==> src/rtl/riscv_core_pkg.sv <==
// Shared fetch types: NOP constant, fetch FSM states, and the queued fetch entry.
// IFETCH_MISALIGN_TRAP_EN adds a misaligned flag to each entry.
package riscv_core_pkg;

   localparam int XLEN = 32;
   localparam logic [XLEN-1:0] NOP_INSTR = 32'h0000_0013;

   typedef enum logic [1:0] {
      IF_IDLE  = 2'd0,
      IF_REQ   = 2'd1,
      IF_DRAIN = 2'd2
   } if_state_t;

   typedef struct packed {
      logic [XLEN-1:0] pc;
      logic [XLEN-1:0] instr;
`ifdef IFETCH_MISALIGN_TRAP_EN
      logic            misaligned;
`endif
   } fetch_entry_t;

endpackage

==> src/rtl/ifetch_fifo.sv <==
// Synchronous fetch-entry queue with flush; head is read directly from storage.
// Latency: a push is visible at the head the cycle after the push edge.
// Backpressure: none inside; the caller only pushes while not full (or while popping).
module ifetch_fifo
   import riscv_core_pkg::*;
#(
   parameter int DEPTH = 4
)(
   input  logic                     clk,
   input  logic                     reset,
   input  logic                     push,
   input  fetch_entry_t             push_dat,
   input  logic                     pop,
   input  logic                     flush,
   output fetch_entry_t             head,
   output logic [$clog2(DEPTH):0]   count
);

   localparam int PTR_W = $clog2(DEPTH);
   localparam int CNT_W = PTR_W + 1;

   fetch_entry_t       mem [DEPTH];
   logic [PTR_W-1:0]   wr_ptr;
   logic [PTR_W-1:0]   rd_ptr;
   logic               empty;
   logic               full;
   logic               do_push;
   logic               do_pop;

   assign empty   = (count == '0);
   assign full    = (count == CNT_W'(DEPTH));
   assign do_pop  = pop & ~empty;
   assign do_push = push & (~full | do_pop);
   assign head    = mem[rd_ptr];

   always_ff @(posedge clk) begin
      if (reset) begin
         wr_ptr <= '0;
         rd_ptr <= '0;
         count  <= '0;
      end else if (flush) begin
         wr_ptr <= '0;
         rd_ptr <= '0;
         count  <= '0;
      end else begin
         // Power-of-two depth lets the pointers wrap by natural overflow.
         if (do_push) wr_ptr <= wr_ptr + 1'b1;
         if (do_pop)  rd_ptr <= rd_ptr + 1'b1;
         case ({do_push, do_pop})
            2'b10:   count <= count + 1'b1;
            2'b01:   count <= count - 1'b1;
            default: count <= count;
         endcase
      end
   end

   always_ff @(posedge clk) begin
      if (do_push & ~flush) mem[wr_ptr] <= push_dat;
   end

endmodule

==> src/rtl/instr_fetch_responder.sv <==
// Fetch responder: takes pc from the PC register, reads imem over req/ack, queues {pc,instr} for decode.
// Latency: pc accepted at edge N -> imem_req in N+1; zero-wait ack -> instr_valid in N+2.
// Backpressure: fetch_busy while a read is outstanding, queue full, or branch; decode holds head with do_stall.
// Option IFETCH_MISALIGN_TRAP_EN: misaligned pc skips memory and queues a flagged NOP.
module instr_fetch_responder
   import riscv_core_pkg::*;
#(
   parameter int DEPTH  = 4,
   parameter int ADDR_W = 32,
   parameter int DATA_W = 32
)(
   input  logic              clk,
   input  logic              reset,
   input  logic              go,
   input  logic [ADDR_W-1:0] pc,
   input  logic              read_enable_cpu,
   input  logic              branch,
   output logic              fetch_busy,
   output logic              imem_req,
   output logic [ADDR_W-1:0] imem_addr,
   input  logic              imem_ack,
   input  logic [DATA_W-1:0] imem_rdata,
   output logic              instr_valid,
   output logic [DATA_W-1:0] instr,
   output logic [ADDR_W-1:0] instr_pc,
`ifdef IFETCH_MISALIGN_TRAP_EN
   output logic              instr_misaligned,
`endif
   input  logic              do_stall
);

   localparam int CNT_W = $clog2(DEPTH) + 1;

   if_state_t          state;
   logic [ADDR_W-1:0]  req_pc;
   logic [CNT_W-1:0]   count;
   logic               q_empty;
   logic               q_full;
   logic               accept;
   logic               issue;
   logic               ack_push;
   logic               push;
   logic               pop;
   logic               flush;
   fetch_entry_t       push_entry;
   fetch_entry_t       head;

   assign q_empty    = (count == '0);
   assign q_full     = (count == CNT_W'(DEPTH));
   assign fetch_busy = (state != IF_IDLE) | q_full | branch;
   assign accept     = go & read_enable_cpu & ~branch & (state == IF_IDLE) & ~q_full;

   // Data returning in the same cycle as a branch belongs to the old path and is dropped.
   assign ack_push = go & ~branch & (state == IF_REQ) & imem_ack;
   assign pop      = go & ~branch & ~do_stall & ~q_empty;
   assign flush    = go & branch;

`ifdef IFETCH_MISALIGN_TRAP_EN
   logic trap_push;

   assign trap_push = accept & (pc[1:0] != 2'b00);
   assign issue     = accept & ~trap_push;
   assign push      = ack_push | trap_push;

   always_comb begin
      push_entry = '{pc: req_pc, instr: imem_rdata, misaligned: 1'b0};
      if (trap_push) push_entry = '{pc: pc, instr: NOP_INSTR, misaligned: 1'b1};
   end

   assign instr_misaligned = ~q_empty & head.misaligned;
`else
   assign issue      = accept;
   assign push       = ack_push;
   assign push_entry = '{pc: req_pc, instr: imem_rdata};
`endif

   always_ff @(posedge clk) begin
      if (reset) begin
         state     <= IF_IDLE;
         imem_req  <= 1'b0;
         imem_addr <= '0;
         req_pc    <= '0;
      end else if (go) begin
         case (state)
            IF_IDLE: begin
               if (issue) begin
                  imem_addr <= {pc[ADDR_W-1:2], 2'b00};
                  req_pc    <= pc;
                  imem_req  <= 1'b1;
                  state     <= IF_REQ;
               end
            end
            IF_REQ: begin
               if (imem_ack) begin
                  imem_req <= 1'b0;
                  state    <= IF_IDLE;
               end else if (branch) begin
                  state <= IF_DRAIN;
               end
            end
            IF_DRAIN: begin
               // Request stays up until memory completes it; the data is thrown away.
               if (imem_ack) begin
                  imem_req <= 1'b0;
                  state    <= IF_IDLE;
               end
            end
            default: begin
               imem_req <= 1'b0;
               state    <= IF_IDLE;
            end
         endcase
      end
   end

   ifetch_fifo #(
      .DEPTH (DEPTH)
   ) u_fifo (
      .clk      (clk),
      .reset    (reset),
      .push     (push),
      .push_dat (push_entry),
      .pop      (pop),
      .flush    (flush),
      .head     (head),
      .count    (count)
   );

   assign instr_valid = ~q_empty;
   assign instr       = q_empty ? DATA_W'(NOP_INSTR) : DATA_W'(head.instr);
   assign instr_pc    = q_empty ? '0 : ADDR_W'(head.pc);

endmodule
==> config.mk <==
export PLATFORM = sky130hd
export DESIGN_NAME = instr_fetch_responder
export DESIGN_NICKNAME = d
export VERILOG_FILES = /design/src/rtl/riscv_core_pkg.sv /design/src/rtl/ifetch_fifo.sv /design/src/rtl/instr_fetch_responder.sv
export SDC_FILE = /design/constraint.sdc
export NUM_CORES = 1
export LEC_CHECK = 0
export ABC_CLOCK_PERIOD_IN_PS = 4500
export BUFFER_PORTS_ARGS = -buffer_cell sky130_fd_sc_hd__buf_2
export CAP_MARGIN = 10
export CORE_MARGIN = 2
export CORE_UTILIZATION = 35
export DETAILED_ROUTE_END_ITERATION = 10
export PLACE_DENSITY_LB_ADDON = 0.05
export SYNTH_ARGS = -nofsm -noshare
export SYNTH_HDL_FRONTEND = slang
export SYNTH_SLANG_ARGS = --single-unit
==> constraint.sdc <==
create_clock -name clk -period 4.5 [get_ports clk]
set_input_delay 0.9 -clock clk [delete_from_list [all_inputs] [get_ports clk]]
set_output_delay 0.9 -clock clk [all_outputs]
set_load 0.01 [all_outputs]
After elaboration in Yosys (flattened, before gate mapping):

Memories as Yosys holds them, arrays and structs flattened. A register that Yosys moved wholly into a read port is not among the register bits.
Cells that the tools add are included.

* register bits after elaboration: 72
* RAM bits: 256
* input bits: 71
* output and inout port bits: 99
* logic and storage cells: 66
* memories: 1

Memories
* u_fifo.mem: words 4, bits a word 64, read ports 1, clocked after memory_dff 1, write ports 1, RTL line ifetch_fifo.sv:22 `fetch_entry_t mem [DEPTH];`

* $add $sub $neg: 4
* equal/unequal tests: 9
* multiplexer cells: 15
* bitwise operators: 21
* reduce and logical (&&, ||, !) cells: 9

Operators with widths (number)
* 32-bit two-way mux: 2
* 1-bit bitwise AND: 13
* 2-bit two-way mux: 6
* 2-bit one-hot mux with 3 select lines: 1
* 3-bit one-hot mux with 2 select lines: 1
* 3-bit AND reduction: 2
* 1-bit NOT: 5
* 2-bit by 1-bit adder with 2-bit output (second input constant): 2
* 2-bit by 1-bit equality test with 1-bit output (second input constant): 2
* 2-bit equality test (second input constant): 2
* 1-bit two-way mux: 4
* 2-bit inequality test (second input constant): 2
* 4-bit AND reduction: 1
* 2-bit nonzero test: 2
* 2-bit OR reduction: 2
* 3-bit by 1-bit adder with 3-bit output (second input constant): 1
* 3-bit equality test (second input constant): 1
* 3-bit logical NOT: 1
* 3-bit inequality test (second input constant): 1
* 1-bit OR: 3
* 3-bit by 1-bit subtractor with 3-bit output (second input constant): 1
* 2-bit logical NOT: 1
* 2-bit by 1-bit inequality test with 1-bit output (second input constant): 1
* 1-bit one-hot mux with 2 select lines: 1

Depth between registers and ports, before layout:

Gate-level depths: netlist (run 1).

* word-level depth: 10
* depth in mapped cells: 11
* depth with buffers taken out: 11

Modules after synthesis:

A second synthesis (run 1) with hierarchy kept.

* cell total of the unflattened synthesis: 674
* area total of the unflattened synthesis: 11905.2 sq um

By module, submodules not included
* ifetch_fifo: instances 1, cells each 397, area each 9834.4 sq um, seq. area each 7867.5 sq um
* instr_fetch_responder: instances 1, cells each 277, area each 2070.7 sq um, seq. area each 700.7 sq um

Worst setup path before layout (run 1):

No wires, ideal clock.

* path kind: input to register
* start point: input branch
* end point: memory u_fifo.mem[0][0] in the netlist's numbering, enable pin
* library setup time: 0.429 ns
* arrival: 3.013 ns
* data required time: 4.071 ns
* setup slack: 1.058 ns
* cell stages on the path: 3
* path buffers: 0
* cells stage by stage: nand2b_1 -> a211oi_2 -> and2_1

* word-level cells in the longest chain between the ends: 10
* elaborated cells between the ends (all ways): 14
* classes of those cells: mux: 2; bitwise: 12

Ends and longest elaborated chain
* start, declared: RTL line instr_fetch_responder.sv:17 `input logic branch,`
* 1-bit NOT: RTL line instr_fetch_responder.sv:54, instr_fetch_responder.sv:55
* 1-bit bitwise AND: RTL line instr_fetch_responder.sv:54, instr_fetch_responder.sv:55
* 1-bit bitwise AND (2 in series): RTL line instr_fetch_responder.sv:55 `assign pop = go & ~branch & ~do_stall & ~q_empty;`
* 1-bit bitwise AND: RTL line ifetch_fifo.sv:32 `assign do_pop = pop & ~empty;`
* 1-bit OR: RTL line ifetch_fifo.sv:33 `assign do_push = push & (~full | do_pop);`
* 1-bit bitwise AND: RTL line ifetch_fifo.sv:33
* 1-bit bitwise AND *: RTL line ifetch_fifo.sv:58 `if (do_push & ~flush) mem[wr_ptr] <= push_dat;`
* 1-bit two-way mux *: RTL line ifetch_fifo.sv:58
* 1-bit two-way mux (implied by the code) *: RTL line ifetch_fifo.sv:58
* end, declared: RTL line ifetch_fifo.sv:22

Mark *: on every way between the ends. The rest lies on a longest branch, timed or not.

==> results_dict.tcl, run 1 <==
set metrics [dict create \
    port_buffers 167 \
    synth_seq_cells 300 \
    syn_area_sq_um 11700 \
    layout_commonest_cell "edfxtp_1" \
    wire_per_inst_microns 19.7 \
    place_congestion 0.687 \
    hold_class "reg2reg" \
    finalSetupTns_ns 0 \
    die_area_sq_um 34800 \
    startpoint_type "flip-flop" \
    drv_cap 0 \
    p_leak_nw 4.99 \
    critPathArrivalTime_ns 2.57 \
    rows 66 \
    hold_slack_ns 0.502 \
    ys_seq_area_share_pct 73.4 \
    post_cts_resized 0 \
    netlist_instances 657 \
    nets 890 \
    maxSlewViolCount 0 \
    layout_common_cells "256 x edfxtp_1, 167 x buf_2, 65 x nand2_1, 64 x mux4_2, 62 x and2_1" \
    die_x_microns 187 \
    numClockSinks 300 \
    syn_to_final_growth_pct 19.0 \
    power.density_nw_per_um2 414 \
    insertion_delay_ns 0.49 \
    finalNonFillerCells 1271 \
    clockBufferDepth 3 \
    rsz0062_at_grt "no" \
    critPathMaxFanout 33 \
    initial_core_util_pct 35.7 \
    postRouteWirelength_mm 25.0 \
    core_area_sq_um 32700 \
    clockRootBuffer "clkbuf_16" \
    layout_min_cycle_time_ns 3.47 \
    vdd_drop_max_uv 243 \
    end_kind "output pin" \
    postRouteAntennaNets 0 \
    ys_types 35 \
    postCtsSetupBuffers 0 \
    htreeDepth 2 \
    cts-buffers-inserted 34 \
    grt_max_degree 63 \
    postSynthAreaPerCell_sq_um 17.8 \
    cts_tree "done" \
    cts_hold_buf 0 \
    dp_hpwl_mm 14.8 \
    num_antenna_cells 0 \
    skew_ns 0.0116 \
    cp.required_ns 3.60 \
    dieHeight_microns 187 \
    design_area_sq_um 13900 \
    initialDrtViolationCount 340 \
    fillCellCount 3021 \
    clkTransAtPathRegs_ns 0.05 \
    grt_pass1_wl_mm 38.3 \
    status "completed" \
    crit_type "reg2out" \
    setup_viol 0 \
    yosysWarnings 0 \
    drc 0 \
    antenna_found_initial 1 \
    grt_overflow 0 \
    tightest_slew_ns 1.15 \
    grtUsageTotal_pct 14.4 \
    place_inst 1215 \
    vias_per_cell 4.74 \
    timing.final.crit_share_pct 77.2 \
    max_slew_margin_pct 22.9 \
    hold_viol_final 0 \
    vias 6024 \
    ios 170 \
    fmax_mhz 288 \
    placed_area_sq_um 12900 \
    final_layout_size_suffix_gt1_share_pct 35.9 \
    grt_pass1_vias 6487 \
    first_pass_iters 4 \
]
## stage by stage
step / utilization [%] / setup slack [ns] / total power [mW]
detailed placement: 39.3 / 1.26 / 3.24
global placement: 39.3 / 1.37 / 3.23
CTS: 42.5 / 0.919 / 5.83
floorplan: - / 1.06 / 3.17
finish: 42.5 / 1.03 / 5.75
global route: 42.5 / 0.817 / 5.95
## registers in the layout, indices dropped and copies added (netlist names), named ones only
signal,count
u_fifo.rd_ptr,2
u_fifo.count,3
state,2
u_fifo.wr_ptr,2
u_fifo.mem,256
req_pc,32
imem_req,1
## kinds of logic after synthesis
kind of cell | after synthesis | synth area share (%)
AO/OA/AOI/OAI | 44 | 2.09
XOR/XNOR | 5 | 0.375
adder cells (fa/ha/maj) | 10 | 1.14
buffers and inverters | 76 | 3.61
flip-flops | 300 | 73.4
multiplexers | 65 | 12.4
other | 1 | 0.0321
AND/OR/NAND/NOR | 156 | 6.93
## critical path, cell delays in order, from the launching register on
cell and delay [ns]:
dfxtp_4 0.80, buf_4 0.38, mux4_2 0.53, and2_1 0.18
buf_2 0.14
## final cells by class
type                       count  area, sq um  area share, %
clock buffer                  49          948           6.83
inverter                      13         48.8          0.351
clock inverter                 7         87.6          0.631
multi-input combinational    282         2710           19.5
tap                          442          553           3.98
timing repair buffer         178          968           6.97
sequential                   300         8580           61.7
## worst paths after layout
path,to,from,cells after the start,slack [ns]
setup reg to reg,u_fifo.mem[1][9],state[1],6,1.86
hold / removal,u_fifo.mem[1][32],req_pc[0],0,0.50
setup / recovery,instr[3],flip-flop,4,1.03
hold reg to reg,u_fifo.mem[1][32],req_pc[0],0,0.50
## per-layer routing
metal	vias up	part of all wire, %	global-route usage [%]
met1	3074	44	18.8
li1	2750	-	-
met2	159	50	24.8
met5	-	0.056	0
met3	39	5.0	2.90
met4	2	1.8	3.57
## cell usage after synthesis (all sizes together)
master,n,area [sq um]
a211oi,2,20.0
a31oi,1,6.26
a21oi,35,175
or4b,1,10.0
nand2b,2,12.5
o21ai,2,10.0
nor2,8,30.0
conb,1,3.75
a311oi,1,8.76
dfxtp,44,881
or3,3,18.8
xor2,2,17.5
nor4,1,12.5
inv,13,48.8
mux2i,1,10.0
o31ai,1,7.51
clkbuf,18,67.6
edfxtp,256,7690
o31a,1,8.76
or4,1,7.51
fa,1,20.0
and2,66,413
nor3b,1,12.5
or2,3,18.8
xnor2,3,26.3
nand2,65,244
nor4b,1,8.76
ha,9,113
buf,45,305
mux4,64,1440
a21o,1,7.51
nor3,3,15.0
nor2b,1,6.26
## where the power goes
part	internal (mW)	total (mW)	switching, mW
clock network	1.57	2.57	1.00
logic	0.0537	0.135	0.0811
registers	3.02	3.04	0.0176
total	4.65	5.75	1.10
(Power assumes the default switching activity.)
==> run 2, diff against run 1 <==
ABC_CLOCK_PERIOD_IN_PS = 2900   (was 4500)
clock period = 2.9 ns   (was 4.5 ns; I/O delays follow)
==> run 2 against run 1 <==
Net effect:
- cell area is 2.0% higher
- setup slack worse by 0.84 ns
- sequential power is 55% higher
- combinational power is 56% higher
- clock-buffer cell count is 2 lower
- register-to-register slack worse by 1.4 ns
- first-iteration DRC count is 17% lower
- routed wire length is 0.15% lower
==> results_dict.tcl, run 2 (synthesized netlist as in run 1, its figures left out) <==
set metrics [dict create \
    startpoint_type "flip-flop" \
    max_stage_delay_ns 0.54 \
    crit_type "reg2out" \
    htreeDepth 2 \
    cp.required_ns 2.32 \
    rsz0062_at_grt "no" \
    end_kind "output pin" \
    postRouteAntennaNets 0 \
    grtUsageTotal_pct 14.4 \
    setup_ws_ns 0.182 \
    clkTransAtPathRegs_ns 0.06 \
    dieHeight_microns 187 \
    status "completed" \
    dp_hpwl_mm 15.1 \
    postRouteWirelength_mm 25.0 \
    rows 66 \
    topRoutingLayerUsed "met5" \
    clockRootBuffer "clkbuf_16" \
    grt_overflow 0 \
    r2r_cells 9 \
    initial_core_util_pct 35.7 \
    grt_max_degree 65 \
    crit_chain "buf_12 -> mux4_2 -> or2_2 -> buf_2" \
    power.density_nw_per_um2 646 \
    place_congestion 0.735 \
    nets 904 \
    grt_pass1_wl_mm 38.3 \
    layout_common_cells "256 x edfxtp_1, 167 x buf_2, 65 x nand2_1, 64 x mux4_2, 62 x and2_1" \
    hold_viol_final 0 \
    timing.final.crit_share_pct 93.7 \
    reg2reg_from "u_fifo.count[2]" \
    worstHoldEndpoint "u_fifo.mem[2][31]" \
    core_area_sq_um 32700 \
    antenna_found_initial 1 \
    cts_tree "done" \
    numClockSinks 300 \
    drc 0 \
    path_delay_family "multiplexers" \
    layout_commonest_cell "edfxtp_1" \
    fin_util_pct 43.3 \
    syn_to_final_growth_pct 21.3 \
    wl_met1_mm 11.2 \
    hold_class "in2reg" \
    vias_per_cell 4.72 \
    tightest_slew_ns 0.607 \
    maxSlewViolCount 0 \
    cts_hold_buf 0 \
    crit_slowest_cell "mux4_2" \
    skew_ns 0.0161 \
    die_area_sq_um 34800 \
    finalSetupTns_ns 0 \
    wire_per_inst_microns 19.3 \
    vias 6099 \
    r2r-end "u_fifo.count[2]" \
    worstHoldStart "imem_rdata[31]" \
    top_regs "u_fifo.mem x256, req_pc x32, u_fifo.count x3" \
    p_leak_nw 5.14 \
    insertion_delay_ns 0.50 \
    port_buffers 167 \
    first_pass_iters 4 \
    crit_buf_inv 2 \
    setup_viol 0 \
    wl_met2_mm 12.2 \
    fmax_mhz 368 \
    wl_met3_mm 1.05 \
    grt_pass1_vias 6522 \
    max_slew_margin_pct 59.5 \
    reg2reg_slack_ns 0.50 \
    largest_reg_flops 256 \
    largest_register "u_fifo.mem" \
    critPathArrivalTime_ns 2.14 \
    vdd_drop_max_uv 310 \
    dpl_worst_slack_ns 0.271 \
    cts-buffers-inserted 35 \
    drv_cap 0 \
    final_layout_size_suffix_gt1_share_pct 37.7 \
    layout_min_cycle_time_ns 2.72 \
    clockBufferDepth 3 \
    critPathMaxFanout 33 \
    ios 170 \
    die_x_microns 187 \
    hold_slack_ns 0.295 \
    hold_path_depth 1 \
    initialDrtViolationCount 283 \
]
[run 2: cell types whose count changed in the layout (fill, tap and decap cells not counted), sizes merged]
cell    delta
diode      +1
buf       +13
clkbuf     -2
clkinv     +9
[run 2: timing repair]
item / 4_1_cts / 5_1_grt
resized for setup: 2 / 1
pin swaps: 0 / 0
setup endpoints to repair: 35 / 3
buffers inserted: 0 / 0
[run 2: worst max-delay path by stage]
stage	start	endpoint	slack (ns)	cells after the start
after global placement	branch	u_fifo.count[2]	0.30	9
after detailed placement	branch	u_fifo.count[2]	0.27	9
final	flip-flop	instr[0]	0.18	4
after CTS	flip-flop	instr_pc[20]	0.02	4
after floorplan	branch	u_fifo.mem[0][0]	0.46	3
after global routing	flip-flop	instr[0]	0.06	4
[run 2: layer usage]
layer / global-route usage, % / vias to the layer above
met1: 18.8 / 3126
met3: 3.03 / 41
li1: - / 2788
met5: 0 / -
met4: 4.00 / 2
met2: 24.3 / 142
[run 2: through the flow]
stage	std cells	power, mW	instance area (sq um)
floorplan	658	4.91	11700
global placement	1228	5.01	13000
detailed placement	1228	5.02	13000
CTS	1291	9.28	14200
global route	1291	9.48	14200
finish	1292	9.14	14200
[run 2: report_power, final]
group / switching [mW] / total (mW) / leakage, nW / internal (mW)
clock network: 1.64 / 4.21 / 0.558 / 2.58
logic: 0.124 / 0.211 / 1.75 / 0.0867
registers: 0.0271 / 4.72 / 2.83 / 4.69
total: 1.79 / 9.14 / 5.14 / 7.36
[run 2: area by class of cell]
type                       instances  area, sq um
clock buffer                      47          993
sequential                       300         8580
timing repair buffer             191         1140
antenna                            1         2.50
inverter                          13         51.3
tap                              442          553
multi-input combinational        282         2710
fill                            3001        18500
clock inverter                    16          128
[run 2: worst register-to-register path, cell delays in order (launching register included)]
cell and delay (ns):
dfxtp_1 0.37, nor3b_2 0.41, a211oi_2 0.16, inv_1 0.08, ha_1 0.20, inv_1 0.07, fa_1 0.38, xor2_1 0.16
or3_1 0.31, a21oi_1 0.18
